<file path="src/rtl/i2c_pkg.sv">
// Shared I2C target definitions: FSM state encoding, SDA ACK levels, default device address.
// No logic of its own; latency and backpressure are defined by the modules that import it.
package i2c_pkg;

  typedef enum logic [3:0] {
    ST_IDLE,
    ST_ADDR,
    ST_ADDR_ACK,
    ST_REG,
    ST_REG_ACK,
    ST_WDATA,
    ST_WDATA_ACK,
    ST_RDATA,
    ST_RDATA_ACK
  } i2c_state_t;

  localparam logic [6:0] I2C_DEV_ADDR_DEF = 7'h69;

  // Bus levels seen on SDA during the ninth clock of a byte.
  localparam logic SDA_ACK  = 1'b0;
  localparam logic SDA_NACK = 1'b1;

  function automatic logic is_ack_state(input i2c_state_t s);
    return (s == ST_ADDR_ACK) || (s == ST_REG_ACK) ||
           (s == ST_WDATA_ACK) || (s == ST_RDATA_ACK);
  endfunction

endpackage

</file>
<file path="src/rtl/i2c_bus_sync.sv">
// SCL/SDA synchronisers plus one-flop history; emits scl_rise/scl_fall/start/stop pulses.
// Latency SYNC_STAGES+1 clk from pin to pulse; no backpressure (free-running sampler).
module i2c_bus_sync #(
  parameter int SYNC_STAGES = 2
) (
  input  logic clk,
  input  logic rst_n,
  input  logic scl_i,
  input  logic sda_i,
  output logic sda,
  output logic scl_rise,
  output logic scl_fall,
  output logic start,
  output logic stop
);

  logic [SYNC_STAGES-1:0] scl_pipe;
  logic [SYNC_STAGES-1:0] sda_pipe;
  logic                   scl_s;
  logic                   scl_d;
  logic                   sda_d;

  // Reset to the idle-bus level so releasing reset never fakes an edge.
  always_ff @(posedge clk or negedge rst_n) begin
    if (!rst_n) begin
      scl_pipe <= '1;
      sda_pipe <= '1;
      scl_d    <= 1'b1;
      sda_d    <= 1'b1;
    end else begin
      scl_pipe <= {scl_pipe[SYNC_STAGES-2:0], scl_i};
      sda_pipe <= {sda_pipe[SYNC_STAGES-2:0], sda_i};
      scl_d    <= scl_pipe[SYNC_STAGES-1];
      sda_d    <= sda_pipe[SYNC_STAGES-1];
    end
  end

  assign scl_s    = scl_pipe[SYNC_STAGES-1];
  assign sda      = sda_pipe[SYNC_STAGES-1];
  assign scl_rise = scl_s & ~scl_d;
  assign scl_fall = ~scl_s & scl_d;
  assign start    = scl_s & scl_d & sda_d & ~sda;
  assign stop     = scl_s & scl_d & ~sda_d & sda;

endmodule

</file>
<file path="src/rtl/i2c_slave_regif.sv">
// I2C target: address match, register pointer, write/read bytes via a synchronous reg-file port.
// ACK/data on SDA follow SCL falls by ~SYNC_STAGES+1 clk; no backpressure (no clock stretching).
module i2c_slave_regif
  import i2c_pkg::*;
#(
  parameter logic [6:0] DEV_ADDR    = I2C_DEV_ADDR_DEF,
  parameter int         SYNC_STAGES = 2
) (
  input  logic       clk,
  input  logic       rst_n,
  input  logic       scl_i,
  input  logic       sda_i,
  output logic       sda_oe,
  output logic [7:0] reg_addr,
  output logic [7:0] reg_wdata,
  output logic       reg_we,
  output logic       reg_re,
  input  logic [7:0] reg_rdata,
  output logic       busy
);

  logic sda;
  logic scl_rise;
  logic scl_fall;
  logic start;
  logic stop;

  i2c_bus_sync #(
    .SYNC_STAGES(SYNC_STAGES)
  ) u_sync (
    .clk     (clk),
    .rst_n   (rst_n),
    .scl_i   (scl_i),
    .sda_i   (sda_i),
    .sda     (sda),
    .scl_rise(scl_rise),
    .scl_fall(scl_fall),
    .start   (start),
    .stop    (stop)
  );

  i2c_state_t state, state_nx;
  logic [2:0] bit_cnt, cnt_nx;
  logic       byte_done, done_nx;
  logic [7:0] shift, shift_nx;
  logic       rw, rw_nx;
  logic       mack, mack_nx;
  logic       load_pend, load_nx;
  logic       oe_nx;
  logic [7:0] addr_nx;
  logic [7:0] wdata_nx;
  logic       we_nx;
  logic       re_nx;
  logic       busy_nx;
  logic [7:0] byte_in;

  assign byte_in = {shift[6:0], sda};

  always_ff @(posedge clk or negedge rst_n) begin
    if (!rst_n) begin
      state     <= ST_IDLE;
      bit_cnt   <= '0;
      byte_done <= 1'b0;
      shift     <= '0;
      rw        <= 1'b0;
      mack      <= 1'b0;
      load_pend <= 1'b0;
      sda_oe    <= 1'b0;
      reg_addr  <= '0;
      reg_wdata <= '0;
      reg_we    <= 1'b0;
      reg_re    <= 1'b0;
      busy      <= 1'b0;
    end else begin
      state     <= state_nx;
      bit_cnt   <= cnt_nx;
      byte_done <= done_nx;
      shift     <= shift_nx;
      rw        <= rw_nx;
      mack      <= mack_nx;
      load_pend <= load_nx;
      sda_oe    <= oe_nx;
      reg_addr  <= addr_nx;
      reg_wdata <= wdata_nx;
      reg_we    <= we_nx;
      reg_re    <= re_nx;
      busy      <= busy_nx;
    end
  end

  always_comb begin
    state_nx = state;
    cnt_nx   = bit_cnt;
    done_nx  = byte_done;
    shift_nx = shift;
    rw_nx    = rw;
    mack_nx  = mack;
    load_nx  = reg_re;
    oe_nx    = sda_oe;
    addr_nx  = reg_addr;
    wdata_nx = reg_wdata;
    we_nx    = 1'b0;
    re_nx    = 1'b0;
    busy_nx  = busy;

    // The register file samples the pre-increment pointer on the same edge.
    if (reg_we) addr_nx = reg_addr + 8'd1;

    // Read data arrives the clk after reg_re; put its MSB on the bus while SCL is still low.
    if (load_pend) begin
      shift_nx = reg_rdata;
      oe_nx    = ~reg_rdata[7];
    end

    if (is_ack_state(state)) cnt_nx = '0;

    unique case (state)
      ST_ADDR, ST_REG, ST_WDATA: begin
        if (scl_rise && !byte_done) begin
          shift_nx = byte_in;
          cnt_nx   = bit_cnt + 3'd1;
          if (bit_cnt == 3'd7) begin
            done_nx = 1'b1;
            if (state == ST_ADDR) begin
              if (byte_in[7:1] == DEV_ADDR) begin
                busy_nx = 1'b1;
                rw_nx   = byte_in[0];
              end else begin
                state_nx = ST_IDLE;
                done_nx  = 1'b0;
              end
            end
          end
        end else if (scl_fall && byte_done) begin
          done_nx = 1'b0;
          oe_nx   = ~SDA_ACK;
          if (state == ST_ADDR) begin
            state_nx = ST_ADDR_ACK;
          end else if (state == ST_REG) begin
            state_nx = ST_REG_ACK;
            addr_nx  = shift;
          end else begin
            state_nx = ST_WDATA_ACK;
            wdata_nx = shift;
            we_nx    = 1'b1;
          end
        end
      end

      ST_ADDR_ACK, ST_REG_ACK, ST_WDATA_ACK: begin
        if (scl_fall) begin
          oe_nx = 1'b0;
          if (state == ST_ADDR_ACK) begin
            if (rw) begin
              state_nx = ST_RDATA;
              re_nx    = 1'b1;
            end else begin
              state_nx = ST_REG;
            end
          end else begin
            state_nx = ST_WDATA;
          end
        end
      end

      ST_RDATA: begin
        if (scl_rise && !byte_done) begin
          cnt_nx = bit_cnt + 3'd1;
          if (bit_cnt == 3'd7) done_nx = 1'b1;
        end else if (scl_fall) begin
          if (byte_done) begin
            done_nx  = 1'b0;
            oe_nx    = 1'b0;
            addr_nx  = reg_addr + 8'd1;
            state_nx = ST_RDATA_ACK;
          end else begin
            shift_nx = {shift[6:0], 1'b0};
            oe_nx    = ~shift[6];
          end
        end
      end

      ST_RDATA_ACK: begin
        if (scl_rise) begin
          mack_nx = (sda == SDA_ACK);
        end else if (scl_fall) begin
          if (mack) begin
            state_nx = ST_RDATA;
            re_nx    = 1'b1;
          end else begin
            state_nx = ST_IDLE;
          end
        end
      end

      ST_IDLE: begin
      end

      default: state_nx = ST_IDLE;
    endcase

    // Bus conditions override everything; the pointer survives both.
    if (stop || start) begin
      state_nx = stop ? ST_IDLE : ST_ADDR;
      oe_nx    = 1'b0;
      busy_nx  = 1'b0;
      done_nx  = 1'b0;
      cnt_nx   = '0;
      load_nx  = 1'b0;
      we_nx    = 1'b0;
      re_nx    = 1'b0;
    end
  end

endmodule

</file>
<file path="config.mk">
export PLATFORM = sky130hd
export DESIGN_NAME = i2c_slave_regif
export DESIGN_NICKNAME = d
export VERILOG_FILES = /design/src/rtl/i2c_pkg.sv /design/src/rtl/i2c_bus_sync.sv /design/src/rtl/i2c_slave_regif.sv
export SDC_FILE = /design/constraint.sdc
export NUM_CORES = 1
export LEC_CHECK = 0
export ABC_AREA = 1
export CORE_MARGIN = 2
export CORE_UTILIZATION = 40
export DETAILED_ROUTE_END_ITERATION = 10
export DONT_BUFFER_PORTS = 1
export PLACE_DENSITY = 0.65
export SETUP_SLACK_MARGIN = 0.05
export SKIP_CTS_REPAIR_TIMING = 1
export SLEW_MARGIN = 40
export SYNTH_ARGS = -nofsm -noshare
export SYNTH_HDL_FRONTEND = slang
export SYNTH_HIERARCHICAL = 1
export SYNTH_SLANG_ARGS = --single-unit
</file>
<file path="constraint.sdc">
create_clock -name clk -period 1.9 [get_ports clk]
set_input_delay 0.095 -clock clk [delete_from_list [all_inputs] [get_ports clk]]
set_output_delay 0.095 -clock clk [all_outputs]
set_load 0.05 [all_outputs]
</file>
==> flow_results.org <==
** Drt
- Wirelength per Cell :: 13.0 µm
- Drt total wl :: 6020 µm
- Number of DRC markers after the initial detailed-route iteration :: 103
- The count of nets left with antenna violations once routing finished came out at 0.
- Vias :: 2371
- For this run, design rule violations remaining after detail routing come to 0.
- DRT Pass-1 Iters :: 5
- In the routed layout, each cell is associated on average with a via count of 5.13.

** Synth
- Share of Yosys cell area claimed by the top area cell type :: 37.3%
- Ranked by total cell area, the synthesized netlist is headed by sky130_fd_sc_hd__dfrtp_1 37%, sky130_fd_sc_hd__nand2_1 16%, sky130_fd_sc_hd__o21ai_0 8.2%.
- Summing the sequential cell areas from Yosys gives 43.3% of the chip area.
- The synthesized netlist occupies a cell area of 2620 µm².
- Yosys mapped the design onto 32 distinct sky130hd cell types.
- Number of flops mapped to enable cells by yosys :: 0
- When the netlist entered floorplanning its net count stood at 376.
- Most numerous cell types in the synthesized netlist :: 109 x sky130_fd_sc_hd__nand2_1, 43 x sky130_fd_sc_hd__inv_1, 43 x sky130_fd_sc_hd__o21ai_0, 39 x sky130_fd_sc_hd__dfrtp_1, 28 x sky130_fd_sc_hd__nor2_1
- Average footprint of a synthesized cell :: 7.25 µm²
- Among all cell types in the netlist, the one instantiated most often is sky130_fd_sc_hd__nand2_1.
- For this run, the number of Yosys warnings is 6.
- After technology mapping, the gate count stands at 361.
- Async set-reset flop share out of synthesis :: 100%
- The synthesized design contains 45 register bits.
- Among all flip-flop cells after synthesis, the most frequent one is sky130_fd_sc_hd__dfrtp_1.
- The synthesized design spends more area on one cell type than any other, namely sky130_fd_sc_hd__dfrtp_1.

** GRT
- The layer flagged by global routing as most heavily used is met2.
- Global Route met2 Usage :: 27.2%
- Routing usage on met3 :: 3.21%
- Global-route wire length before repair :: 10300 µm
- Entering global routing, the biggest net connects 46 pins.
- Number of antenna violations at the first check in global routing :: 0
- Total global routing track utilization :: 17.8%
- GRT met1 Usage :: 26.1%
- Global routing finished with a remaining overflow of 0.
- The via count of the first global-routing pass was 2149.

** Power and ir drop
- Fraction of power consumed by the clock network :: 15.4%
- Switching power of the nets :: 1.82 mW
- IR analysis of the VDD net gives a maximum drop of 0.783 mV.
- Net switching is 47.5% of the power.
- Relative contribution of sequential cells to total power :: 44.9%
- The share of total power dissipated in combinational logic is 39.6%.
- Internal power comes to 2.01 mW.
- Lkg Pwr :: 1.45 nW
- Dividing total power by cell area gives a power density of 1290 nW/µm².
- Power comes to 3.83 mW.

** Floorplanning
- The die covers 7210 µm².
- In this run the core area contains 29 standard-cell rows.
- CORE AREA :: 6350 µm²
- Die H :: 84.9 µm
- Top-level port count :: 32
- Overall die width :: 84.9 µm
- Starting utilization of the core area :: 41.2%

** Clocking
- Library cell used as clock root buffer :: sky130_fd_sc_hd__clkbuf_8
- CTS built an H-tree with a depth of 2.
- Number of buffers inserted during clock tree synthesis :: 5
- Total clock sinks :: 45
- Number of buffers on the longest clock path :: 2
- TritonCTS built the clock tree.
- The clock reaches the later pin of the worst-skew pair after 0.30 ns.
- After clock tree synthesis, the clock-pin slew on the worst setup and hold paths is 0.09 ns.

** Timing
- Clock period minus worst slack :: 1.67 ns
- The final max-slew violation count was 0.
- Setup violations remaining at the end of the flow were counted as 0.
- Setup TNS after final layout :: 0 ns
- The worst path uses 88.0% of the clock period.
- Timing-limited maximum frequency :: 598 MHz
- In this run the tightest slew margin relative to its limit is 64.9%.
- Transition time at the pin with the least slew margin :: 0.526 ns
- The final count of hold timing violations is 0.
- Setup repair after global routing missed its margin :: false
- The clock arrives with 0.00728 ns of skew.

** Worst setup path
- Worst-case register-to-register setup slack :: 0.23 ns
- For the worst setup path, the data required time is 2.12 ns.
- CP Capture Type :: register
- In this run the worst path has a maximum fanout of 6.
- Category of the most critical setup path :: reg2reg
- Worst path arrival time :: 1.89 ns
- Crit path launch type :: register

** Hold path
- The path class of the tightest hold or removal check is in2reg.

** Place
- Post-detailed-placement half-perimeter wirelength :: 4490 µm
- Including well taps, the total number of placed cells is 450.
- During placement, the flow inserted port buffers numbering 0.
- Weighted congestion at the end of routability-driven global placement :: 0.880

** Cells and area
- Share of cells above drive strength 1 :: 14.8%
- From synthesis to final layout, the design area changed by 13.0%.
- Count of antenna diodes in the layout :: 0
- For this run, the number of standard cells in the final layout without fillers is 462.
- The net count of the finished layout is 399.
- At the end of the flow the core is filled with cells to 46.6%.

** Run status
- The run finished with clean final reports.

** Run
- Across the run, the number of max-cap violations was 0.
-- area by class of cell --
cell class | instances | area (µm²)
fillers | 633 | 3390
well taps | 77 | 96.3
repair buffers | 22 | 193
flip-flops and latches | 45 | 1130
clock inverters | 1 | 7.51
multi-input cells | 262 | 1270
clock buffers | 7 | 76.3
inverters | 48 | 180
-- power groups by stage --
stage	Clock [mW]	Combinational (mW)	Sequential, mW
finish	0.591	1.52	1.72
detailed placement	0	1.46	1.73
floorplan	0	1.02	1.78
global route	0.642	1.73	1.75
CTS	0.614	1.48	1.71
global placement	0	1.45	1.73
-- path summary, 6_finish.rpt --
check | start | to | cells after the start
max reg2reg | u_sync/scl_d | reg_addr[0] | 8
min | reg_rdata[1] | shift[1] | 2
max | u_sync/scl_d | reg_addr[0] | 8
min in group asynchronous | rst_n | state[2] | 2
max in group asynchronous | rst_n | u_sync/scl_d | 2
min reg2reg | u_sync/sda_pipe[0] | u_sync/sda_pipe[1] | 0
-- worst max-delay path: stages, from the launching register on --
cell and delay, ns:
sky130_fd_sc_hd__dfstp_2 0.55, sky130_fd_sc_hd__inv_1 0.06, sky130_fd_sc_hd__nor2_2 0.14, sky130_fd_sc_hd__nand2_2 0.12, sky130_fd_sc_hd__inv_1 0.10, sky130_fd_sc_hd__buf_4 0.14
sky130_fd_sc_hd__nand2_2 0.11, sky130_fd_sc_hd__or2_2 0.29, sky130_fd_sc_hd__o211ai_1 0.09
-- kinds of logic after synthesis --
group                      synth area share, %
and+or+nand+nor                           30.4
AOI/OAI and AO/OA                         14.9
buffers and inverters                     8.60
DFF                                       43.3
xor gates and xnor gates                  1.34
adders and majority gates                 1.43
-- metal layers --
layer | wire length, µm | up-vias
met5 | 0 | -
met4 | 87 | 0
met3 | 332 | 11
met2 | 2760 | 64
met1 | 2840 | 1092
li1 | - | 1204
-- cell usage in the layout, fill, tap and decap left out, types with 3 or more instances in the layout --
master,n
sky130_fd_sc_hd__nor2_1,25
sky130_fd_sc_hd__nand2_2,7
sky130_fd_sc_hd__dfrtp_1,39
sky130_fd_sc_hd__a21oi_1,14
sky130_fd_sc_hd__dlygate4sd3_1,3
sky130_fd_sc_hd__o21ai_0,40
sky130_fd_sc_hd__o211ai_1,5
sky130_fd_sc_hd__nand3_1,27
sky130_fd_sc_hd__inv_2,5
sky130_fd_sc_hd__inv_1,42
sky130_fd_sc_hd__ha_1,3
sky130_fd_sc_hd__o21ai_1,3
sky130_fd_sc_hd__xor2_1,3
sky130_fd_sc_hd__nor2_2,7
sky130_fd_sc_hd__nand2_1,107
sky130_fd_sc_hd__clkbuf_8,5
sky130_fd_sc_hd__dfstp_2,6
sky130_fd_sc_hd__buf_4,18
-- metrics by stage --
| stage | hold WS (ns) | instance area (µm²) | setup WS (ns) |
|---|---|---|---|
| floorplan | -0.201 | 2620 | 0.152 |
| global placement | -0.198 | 2800 | 0.155 |
| detailed placement | -0.198 | 2800 | 0.103 |
| CTS | -0.526 | 2890 | 0.0783 |
| global route | 0.0464 | 2960 | 0.0754 |
| finish | 0.0287 | 2960 | 0.228 |
-- registers in the layout, summed over array words and instances (netlist names), 2 cells and up --
signal           flops
bit_cnt              3
u_sync/sda_pipe      2
u_sync/scl_pipe      2
state                4
shift                8
reg_wdata            8
reg_addr             8
No activity file was read; power rests on OpenSTA's default activity.
